### config.mk
export PLATFORM = sky130hd
export DESIGN_NAME = debounce_bank
export DESIGN_NICKNAME = d
export VERILOG_FILES = /design/src/rtl/debounce_bank.sv
export SDC_FILE = /design/constraint.sdc
export NUM_CORES = 1
export LEC_CHECK = 0
export ABC_AREA = 1
export CORE_ASPECT_RATIO = 1.5
export CORE_MARGIN = 1
export CORE_UTILIZATION = 57
export CTS_BUF_LIST = sky130_fd_sc_hd__clkbuf_8
export CTS_CLUSTER_DIAMETER = 30
export DETAILED_ROUTE_END_ITERATION = 10
export HOLD_SLACK_MARGIN = 0.06
export MAX_ROUTING_LAYER = met4
export PLACE_DENSITY_LB_ADDON = 0.25
export SLEW_MARGIN = 15
export SYNTH_ARGS = -nofsm -noshare
export SYNTH_HDL_FRONTEND = slang
export SYNTH_SLANG_ARGS = --single-unit
### constraint.sdc
create_clock -name sysclk -period 1.7 [get_ports sysclk]
set_input_delay 0.34 -clock sysclk [delete_from_list [all_inputs] [get_ports sysclk]]
set_output_delay 0.34 -clock sysclk [all_outputs]
set_load 0.03 [all_outputs]
### src/rtl/debounce_bank.sv
// rtl/debounce_bank.sv - multi-channel pushbutton debouncer with press/release/auto-repeat pulses

module debounce_bank #(
  parameter int CHANNELS       = 4,
  parameter int TICK_DIV       = 2000000,
  parameter int STABLE_SAMPLES = 3,
  parameter int HOLD_TICKS     = 50,
  parameter int REPEAT_TICKS   = 10
) (
  input  logic                sysclk,
  input  logic                reset,
  input  logic [CHANNELS-1:0] btn,
  output logic [CHANNELS-1:0] btn_level,
  output logic [CHANNELS-1:0] btn_press,
  output logic [CHANNELS-1:0] btn_release,
  output logic [CHANNELS-1:0] btn_repeat,
  output logic                sample_tick
);

  localparam int CW   = $clog2(TICK_DIV);
  localparam int IW   = $clog2(STABLE_SAMPLES + 1);
  localparam int HMAX = (HOLD_TICKS > REPEAT_TICKS) ? HOLD_TICKS : REPEAT_TICKS;
  localparam int HW   = $clog2(HMAX + 1);

  localparam logic [CW-1:0] CNT_LAST  = CW'(TICK_DIV - 1);
  localparam logic [IW-1:0] ICNT_LAST = IW'(STABLE_SAMPLES - 1);
  localparam logic [HW-1:0] HOLD_N    = HW'(HOLD_TICKS);
  localparam logic [HW-1:0] REP_N     = HW'(REPEAT_TICKS);

  typedef enum logic [1:0] {
    IDLE   = 2'd0,
    HELD   = 2'd1,
    REPEAT = 2'd2
  } state_t;

  logic [CHANNELS-1:0] sync_meta;
  logic [CHANNELS-1:0] sync_s;
  logic [CW-1:0]       cnt;
  logic                tick;

  logic [IW-1:0]       icnt       [CHANNELS];
  logic [IW-1:0]       icnt_next  [CHANNELS];
  logic [HW-1:0]       hcnt       [CHANNELS];
  logic [HW-1:0]       hcnt_next  [CHANNELS];
  state_t              state      [CHANNELS];
  state_t              state_next [CHANNELS];

  logic [CHANNELS-1:0] level_next;
  logic [CHANNELS-1:0] rise;
  logic [CHANNELS-1:0] fall;
  logic [CHANNELS-1:0] press_next;
  logic [CHANNELS-1:0] release_next;
  logic [CHANNELS-1:0] repeat_next;

  assign tick        = (cnt == CNT_LAST);
  assign sample_tick = tick;

  // Two-flop synchroniser per channel and the shared sample prescaler.
  always_ff @(posedge sysclk) begin
    if (reset) begin
      sync_meta <= '0;
      sync_s    <= '0;
      cnt       <= '0;
    end else begin
      sync_meta <= btn;
      sync_s    <= sync_meta;
      cnt       <= tick ? '0 : cnt + CW'(1);
    end
  end

  // Integrator: a run of disagreeing samples flips the level; any agreeing sample restarts it.
  always_comb begin
    level_next = btn_level;
    rise       = '0;
    fall       = '0;
    for (int i = 0; i < CHANNELS; i++) begin
      icnt_next[i] = icnt[i];
      if (tick) begin
        if (sync_s[i] == btn_level[i]) begin
          icnt_next[i] = '0;
        end else if (icnt[i] == ICNT_LAST) begin
          level_next[i] = sync_s[i];
          icnt_next[i]  = '0;
          rise[i]       = sync_s[i];
          fall[i]       = ~sync_s[i];
        end else begin
          icnt_next[i] = icnt[i] + IW'(1);
        end
      end
    end
  end

  // Channel FSM: press on rise, hold/repeat tick counting, release on fall (fall wins over repeat).
  always_comb begin
    press_next   = '0;
    release_next = '0;
    repeat_next  = '0;
    for (int i = 0; i < CHANNELS; i++) begin
      state_next[i] = state[i];
      hcnt_next[i]  = hcnt[i];
      if (fall[i]) begin
        release_next[i] = 1'b1;
        hcnt_next[i]    = '0;
        state_next[i]   = IDLE;
      end else begin
        case (state[i])
          IDLE: begin
            if (rise[i]) begin
              press_next[i] = 1'b1;
              hcnt_next[i]  = '0;
              state_next[i] = HELD;
            end
          end
          HELD: begin
            // With no auto-repeat, hcnt parks at HOLD_N so the long-press pulse fires once.
            if (tick && (hcnt[i] != HOLD_N)) begin
              if ((hcnt[i] + HW'(1)) == HOLD_N) begin
                repeat_next[i] = 1'b1;
                if (REPEAT_TICKS == 0) begin
                  hcnt_next[i] = HOLD_N;
                end else begin
                  hcnt_next[i]  = '0;
                  state_next[i] = REPEAT;
                end
              end else begin
                hcnt_next[i] = hcnt[i] + HW'(1);
              end
            end
          end
          REPEAT: begin
            if (tick) begin
              if ((hcnt[i] + HW'(1)) == REP_N) begin
                repeat_next[i] = 1'b1;
                hcnt_next[i]   = '0;
              end else begin
                hcnt_next[i] = hcnt[i] + HW'(1);
              end
            end
          end
          default: begin
            state_next[i] = IDLE;
            hcnt_next[i]  = '0;
          end
        endcase
      end
    end
  end

  // Registered level, pulses and per-channel integrator/FSM state.
  always_ff @(posedge sysclk) begin
    if (reset) begin
      btn_level   <= '0;
      btn_press   <= '0;
      btn_release <= '0;
      btn_repeat  <= '0;
      for (int i = 0; i < CHANNELS; i++) begin
        icnt[i]  <= '0;
        hcnt[i]  <= '0;
        state[i] <= IDLE;
      end
    end else begin
      btn_level   <= level_next;
      btn_press   <= press_next;
      btn_release <= release_next;
      btn_repeat  <= repeat_next;
      for (int i = 0; i < CHANNELS; i++) begin
        icnt[i]  <= icnt_next[i];
        hcnt[i]  <= hcnt_next[i];
        state[i] <= state_next[i];
      end
    end
  end

endmodule
**Word level (Yosys, flattened, before mapping)**

Memories as Yosys holds them, arrays and structs flattened.
Cells that the tools add are included.

- Register bits: 45
- Bits in latches: 0
- RAM bits: 40
- Memory bits (read-only): 0
- Input bits: 6
- Output and inout bits: 17
- Word-level logic and storage cells: 229
- Memories kept: 3

Memories:

| memory | depth | bits a word | rd ports | clocked after Yosys merged registers in | wr ports | line | text |
|---|---|---|---|---|---|---|---|
| hcnt | 4 | 6 | 4 | 0 | 4 | 43 | `logic [HW-1:0] hcnt [CHANNELS];` |
| icnt | 4 | 2 | 4 | 0 | 4 | 41 | `logic [IW-1:0] icnt [CHANNELS];` |
| state | 4 | 2 | 4 | 0 | 4 | 45 | `state_t state [CHANNELS];` |

- Add/sub/neg operators: 9
- Multiply operators: 0
- Div/mod/pow operators: 0
- Order comparisons: 0
- Equality and inequality tests: 29
- Shift-type cells: 0
- Multiplexer cells: 127
- Bitwise logic cells: 24
- Reduce and logical (&&, ||, !) cells: 21

Operators with widths:

| kind | count |
|---|---|
| $mux 6 | 28 |
| $mux 2 | 36 |
| $pmux 6 s3 | 4 |
| $mux 1 | 51 |
| $add 6x1->6 const B | 4 |
| $eq 6x4->1 const B | 4 |
| $eq 6x6->1 const B | 4 |
| $ne 6x6->1 const B | 4 |
| $pmux 2 s3 | 4 |
| $add 21x1->21 const B | 1 |
| $eq 21x21->1 const B | 1 |
| $eq 2x2->1 const B | 8 |
| $not 1->1 | 12 |
| $or 1x1->1 | 12 |
| $reduce_and 3->1 | 4 |
| $reduce_or 3->1 | 4 |
| $reduce_or 2->1 | 5 |
| $add 2x1->2 const B | 4 |
| $eq 2x1->1 const B | 4 |
| $logic_not 2->1 | 4 |
| $pmux 1 s2 | 4 |
| $eq 1x1->1 | 4 |
| $logic_and 1x1->1 | 4 |

**Logic depth before layout (Yosys ltp)**

Gate-level depths: netlist of the first run.

- Depth after elaboration: 8
- Gate-level depth with buffers: 13
- Mapped depth without buffers: 13

**Least setup slack after synthesis of the first run**

Ideal clock, no wire load.

- Path type: flip-flop to flip-flop
- Start point: reg cnt[0]
- End point: mem state[2][1] (netlist bit)
- Data arrival time: 1543 ps
- Data required time: 1582 ps
- Setup slack: 39 ps
- Cell stages (with the launch flop): 12
- Path buffers: 1
- Clock period less this slack: 1661 ps
- Cells stage by stage: dfxtp_1 > ha_1 > nand3_2 > nor2_4 > buf_6 > nand3_4 > inv_2 > nand4_1 > nand2_2 > inv_1 > o21ai_1 > nor2_1

RTL lines:

| item | line | text |
|---|---|---|
| start, declared | 38 | `logic [CW-1:0] cnt;` |
| start signal, assigned | 67 | `cnt <= tick ? '0 : cnt + CW'(1);` |
| end, declared | 45 |  |

==> results of run 1 <==
-- placed cells by master (no fill, tap or decap), types with 16 or more instances in the layout --
cell type,count
buf_6,17
nor2_1,63
nand2_1,128
nand4_1,30
nand2_2,21
buf_4,53
dfxtp_1,68
ha_1,22
nor2_2,16
nand2_4,16
a21oi_1,30
inv_1,98
nand3_1,49
a21oi_2,20
-- what timing repair did --
action / in CTS / in global routing
hold buffers: 0 / 0
pin swaps: 15 / 30
resized for setup: 69 / 107
setup endpoints to repair: 58 / 69
setup buffers: 8 / 11
-- synthesized netlist by cell type (all sizes together) (5+ instances only) --
| master | count |
|---|---|
| or2 | 6 |
| nor3 | 16 |
| xor2 | 8 |
| xnor2 | 6 |
| nand3 | 67 |
| clkbuf | 5 |
| buf | 7 |
| dfxtp | 85 |
| nand2 | 166 |
| inv | 107 |
| nor2 | 93 |
| ha | 26 |
| a21oi | 51 |
| nand4 | 31 |
| o21ai | 31 |
-- per-layer routing --
metal | track usage, % | share of wire [%] | vias to the layer above
li1 | - | - | 2581
met1 | 31.7 | 39 | 2528
met2 | 52.4 | 52 | 231
met3 | 4.09 | 5.0 | 75
met4 | 14.8 | 4.7 | 0
met5 | - | 0 | -
-- flip-flops by register name, indices dropped and copies added, names as in the netlist --
register / count
btn_level: 4
btn_press: 4
btn_release: 4
btn_repeat: 4
cnt: 21
hcnt: 24
icnt: 8
state: 8
sync_meta: 4
sync_s: 4
-- kinds of logic after synthesis --
group,count (synthesis),share of synthesized area [%]
buffers and inverters,119,9.18
AND/OR/NAND/NOR,386,38.2
adder cells (fa/ha/maj),26,6.30
AO/OA/AOI/OAI,100,11.0
XOR/XNOR,14,2.37
flip-flops,85,32.9
-- through the flow --
| step | instances | utilization [%] | worst slack, ns | total power, W | TNS (ns) |
|---|---|---|---|---|---|
| final | 939 | 77.0 | -0.166 | 0.00406 | -1.84 |
| after global routing | 939 | 77.0 | -0.222 | 0.00418 | -6.51 |
| after CTS | 929 | 71.8 | -0.149 | 0.00397 | -0.480 |
| after detailed placement | 905 | 66.7 | -0.135 | 0.00246 | -2.15 |
| after global placement | 905 | 66.7 | -0.0750 | 0.00245 | -0.625 |
| after floorplan | 730 | - | 0.0393 | 0.00234 | 0 |
-- final cells by class --
type | instances | area share, %
clock buffers | 11 | 2.23
clock inverters | 5 | 0.865
inverters | 107 | 6.05
multi-input cells | 526 | 50.8
flip-flops and latches | 85 | 25.4
well taps | 110 | 2.02
repair buffers | 95 | 12.7
-- path summary, 6_finish.rpt --
| path | to | slack, ns | cells after the start |
|---|---|---|---|
| worst max-delay path | state[1][1]$_SDFFE_PP0P_ | -0.17 | 10 |
| worst min-delay path | sync_s[3]$_SDFF_PP0_ | 0.42 | 2 |
| worst max register to register | state[1][1]$_SDFFE_PP0P_ | -0.17 | 10 |
| worst min register to register | sync_s[3]$_SDFF_PP0_ | 0.42 | 2 |
-- worst max-delay path: cells and delay by family, from the launching register on --
| family | cells | cell delay [ns] |
|---|---|---|
| AND/OR/NAND/NOR | 6 | 0.77 |
| flip-flops | 1 | 0.32 |
| AO/OA/AOI/OAI | 1 | 0.26 |
| buffers and inverters | 2 | 0.25 |
| adder cells (fa/ha/maj) | 1 | 0.16 |
-- where the power goes --
group	total, W	switching [W]	internal, W	leakage (nW)
Clock	0.00154	0.000778	0.000762	0.107
Combinational	0.000440	0.000262	0.000178	1.94
Sequential	0.00208	0.0000497	0.00203	0.696
==> flow_metrics.env, run 1 <==
export IMPL_status="finished with violations"
export IMPL_violations="negative setup slack"
export IMPL_drt_iter0_drc=344
export IMPL_cellLeakagePower_nw=2.75
export IMPL_grt_usage_pct=29.7
export IMPL_crit_type="flip-flop to flip-flop"
export IMPL_grt_pass1_vias=5086
export IMPL_fmax_mhz=536
export IMPL_crit_top_cell="nand4_1"
export IMPL_worstPathRequired_ns=1.97
export IMPL_fin_ws_ns=-0.166
export IMPL_core_um2=8830
export IMPL_synth_distinct_cells=46
export IMPL_clk_latency_ns=0.39
export IMPL_rsz0062_at_grt="true"
export IMPL_hp_class="flip-flop to flip-flop"
export IMPL_finalCriticalPeriod_ns=1.87
export IMPL_rows=42
export IMPL_cpPeakStageDelay_ns=0.32
export IMPL_synthArstFlopShare_pct=0
export IMPL_ir_drop_v=0.000549
export IMPL_worstHoldStart="sync_meta[3]$_SDFF_PP0_"
export IMPL_worst_ep_arrival_time_ns=2.14
export IMPL_fin_crit_sh_pct=110
export IMPL_start_util_pct=58.5
export IMPL_grt_pass1_wl_um=21800
export IMPL_critical_path_cell_chain="buf_4 -> inv_1 -> ha_1 -> nand4_1 -> nand4_1 -> nand2_2 -> nand2_4 -> nor2_2 -> o21ai_0 -> nor2_1"
export IMPL_drt_wirelength_per_cell_um=15.4
export IMPL_hold_ws_ns=0.421
export IMPL_dr_pass1_iters=5
export IMPL_final_setup_skew_ns=0.0167
export IMPL_area_delta_synth_final_pct=31.6
export IMPL_fin_area_um2=6800
export IMPL_drive_above_1_share_pct=30.0
export IMPL_die_h_um=119
export IMPL_startpoint="hcnt[1][0]$_SDFFE_PP0P_"
export IMPL_synth_main_ff_cell="dfxtp_1"
export IMPL_cts_sinks=85
export IMPL_synth_top_area_share_pct=32.9
export IMPL_cts_htree_levels=3
export IMPL_overflow=0
export IMPL_fillers=581
export IMPL_netlist_area_um2=5170
export IMPL_seq_area_um2=1730
export IMPL_root_buffer="clkbuf_8"
export IMPL_detail_route_vias_per_cell=5.77
export IMPL_syn_nets=762
export IMPL_layout_nets=856
export IMPL_worstMarginPinSlew_ns=0.697
export IMPL_die_area_um2=9460
export IMPL_clkSlewWorstSetupHoldPaths_ns=0.09
export IMPL_diodes=0
export IMPL_slew_violations=0
export IMPL_worstPathMaxFanout=4
export IMPL_setup_violations=36
export IMPL_placedInstanceArea_um2=5890
export IMPL_power_density_nw_per_um2=597
export IMPL_yosysTopAreaCell="dfxtp_1"
export IMPL_critPathCaptureType="flip-flop"
export IMPL_antenna_found_initial=0
export IMPL_vias=5415
export IMPL_final_antenna_net_count=0
export IMPL_cts_buffers=9
export IMPL_hold_violations=0
export IMPL_gp_congestion=0.973
export IMPL_reg2reg_from="hcnt[1][0]$_SDFFE_PP0P_"
export IMPL_synth_enable_flop_cells=0
export IMPL_max_cap_viol_count=0
export IMPL_drt_total_wl_um=14500
export IMPL_synth_area_leaders="dfxtp_1 (33%), nand2_1 (11%), inv_1 (7.2%)"
export IMPL_ys_seq_elements=85
export IMPL_ys_warn_count=0
export IMPL_drc=0
export IMPL_clk_path_buf_depth=2
export IMPL_port_buffers=22
export IMPL_maxSlewHeadroom_pct=53.2
export IMPL_grt_max_degree=15
export IMPL_dp_hpwl_um=9340
export IMPL_syn_area_per_cell_um2=7.08
export IMPL_die_x_um=79.7
export IMPL_io_pins=23
export IMPL_multi_input_area_um2=3450
export IMPL_yosysSeqAreaShare_pct=32.9
export IMPL_start_kind="flip-flop"
export IMPL_crit_slowest_cell="dfxtp_1"
export IMPL_cts_tree="built"
export IMPL_postSynthCellCount=730
(Power assumes the default switching activity.)
==> run 2, diff against run 1 <==
- GPL_ROUTABILITY_DRIVEN: default -> 0
==> run 2 against run 1 <==
Net effect: the flow still finishes with violations (negative setup slack); largest cell class unchanged; first-iteration DRC count is 2.0% lower; design area is 2.1% lower; hold slack worse by 0.014 ns; fmax is 1.2% higher; clock power hardly changed; clock skew is 0.0060 ns lower; global-route usage is 1.4 points lower; critical endpoint is now sample_tick; highest routed layer unchanged; clock-buffer cell count is 2 lower.
==> flow_metrics.env, run 2 (synthesis results as in run 1) <==
export IMPL_setup_violations=43
export IMPL_violations="negative setup slack"
export IMPL_slew_violations=0
export IMPL_antenna_found_initial=0
export IMPL_grt_pass1_vias=5010
export IMPL_fin_tns_setup_ns=-2.02
export IMPL_cts_htree_levels=3
export IMPL_hold_ws_ns=0.408
export IMPL_root_buffer="clkbuf_8"
export IMPL_wl_met2_um=7250
export IMPL_rr_worst_depth=9
export IMPL_clkSlewWorstSetupHoldPaths_ns=0.09
export IMPL_finalPower_w=0.00404
export IMPL_largest_register="hcnt"
export IMPL_grt_pass1_wl_um=21000
export IMPL_place_ws_ns=-0.189
export IMPL_finalCriticalPeriod_ns=1.84
export IMPL_drc=0
export IMPL_worstPathRequired_ns=1.36
export IMPL_start_util_pct=58.5
export IMPL_dp_hpwl_um=9450
export IMPL_die_area_um2=9460
export IMPL_clk_path_buf_depth=2
export IMPL_io_pins=23
export IMPL_fin_ws_ns=-0.144
export IMPL_diodes=0
export IMPL_max_cap_viol_count=0
export IMPL_port_buffers=22
export IMPL_status="finished with violations"
export IMPL_critPathCaptureType="output pin"
export IMPL_drt_wirelength_per_cell_um=14.8
export IMPL_clk_latency_ns=0.37
export IMPL_drt_total_wl_um=13900
export IMPL_start_kind="flip-flop"
export IMPL_final_cell_mix="nand2_1 (134), inv_1 (98), dfxtp_1 (73)"
export IMPL_dr_pass1_iters=5
export IMPL_wirelength_met1_um=5380
export IMPL_detail_route_vias_per_cell=5.62
export IMPL_worstPathMaxFanout=4
export IMPL_cellLeakagePower_nw=2.67
export IMPL_worst_ep_arrival_time_ns=1.50
export IMPL_largestRegisters="hcnt (24), cnt (21)"
export IMPL_final_common_cell="nand2_1"
export IMPL_grt_max_degree=18
export IMPL_rsz0062_at_grt="true"
export IMPL_area_delta_synth_final_pct=28.8
export IMPL_core_um2=8830
export IMPL_maxSlewHeadroom_pct=60.2
export IMPL_layout_nets=858
export IMPL_drive_above_1_share_pct=27.0
export IMPL_cts_tree="built"
export IMPL_die_x_um=79.7
export IMPL_dr_max_layer_used="met4"
export IMPL_grt_usage_pct=28.3
export IMPL_crit_type="flip-flop to output pin"
export IMPL_hold_violations=0
export IMPL_hp_class="flip-flop to flip-flop"
export IMPL_final_util_pct=75.4
export IMPL_final_antenna_net_count=0
export IMPL_ir_drop_v=0.000499
export IMPL_die_h_um=119
export IMPL_vias=5284
export IMPL_final_setup_skew_ns=0.0107
export IMPL_power_density_nw_per_um2=607
export IMPL_cts_buffers=9
export IMPL_cts_sinks=85
export IMPL_worstMarginPinSlew_ns=0.593
export IMPL_holdPathStages=2
export IMPL_met3_wirelength_um=715
export IMPL_fin_crit_sh_pct=108
export IMPL_drt_iter0_drc=337
export IMPL_rows=42
export IMPL_fmax_mhz=542
export IMPL_largest_reg_flops=24
export IMPL_overflow=0
[run 2: cell types whose count changed in the layout (fill, tap and decap cells not counted), sizes merged]
cell,change
dlygate4sd2,-3
clkdlybuf4s50,+2
clkinv,+2
buf,+1
bufinv,+1
clkbuf,-1
clkinvlp,-1
dlymetal6s2s,+1
[run 2: area by class of cell]
class | instances | area [um2]
multi-input cells | 526 | 3310
inverters | 107 | 409
fillers | 636 | 2170
repair buffers | 97 | 868
well taps | 110 | 138
clock inverters | 7 | 91.3
clock buffers | 9 | 124
flip-flops and latches | 85 | 1720
[run 2: through the flow]
stage	area, um2	cells
after floorplan	5170	730
after global routing	6660	941
final	6660	941
after global placement	5950	911
after detailed placement	5950	911
after CTS	6280	931
[run 2: routing by layer]
metal / up-vias / global-route usage [%]
met5: - / -
met4: 0 / 13.3
met3: 59 / 4.56
met2: 218 / 49.6
met1: 2436 / 30.5
li1: 2571 / -
[run 2: worst max-delay path, cell delays in order, from the launching register on]
cell	delay, ns
dfxtp_2	0.36
nand2_1	0.09
inv_1	0.12
nand2_1	0.11
nor2_4	0.16
nand3_4	0.09
inv_4	0.07
buf_6	0.13
[run 2: power by group]
part	switching, W	internal (W)
logic	0.000247	0.000162
clock network	0.000737	0.000822
registers	0.0000423	0.00203
[run 2: path summary, 6_finish.rpt]
check / slack, ns / end / startpoint
worst min register to register: 0.41 / sync_s[1]$_SDFF_PP0_ / sync_meta[1]$_SDFF_PP0_
worst max-delay path: -0.14 / sample_tick / cnt[18]$_SDFF_PP0_
worst max register to register: -0.10 / btn_press[1]$_SDFF_PP0_ / cnt[0]$_SDFF_PP0_
worst min-delay path: 0.41 / sync_s[1]$_SDFF_PP0_ / sync_meta[1]$_SDFF_PP0_
[run 2: what timing repair did]
item / CTS / global route
endpoints found under the setup margin: 58 / 72
cloned: 0 / 2
hold buffers: 0 / 0
endpoints found under the hold margin: 0 / 0
gates resized for setup: 40 / 80
pin swaps: 7 / 22
setup buffers: 4 / 8
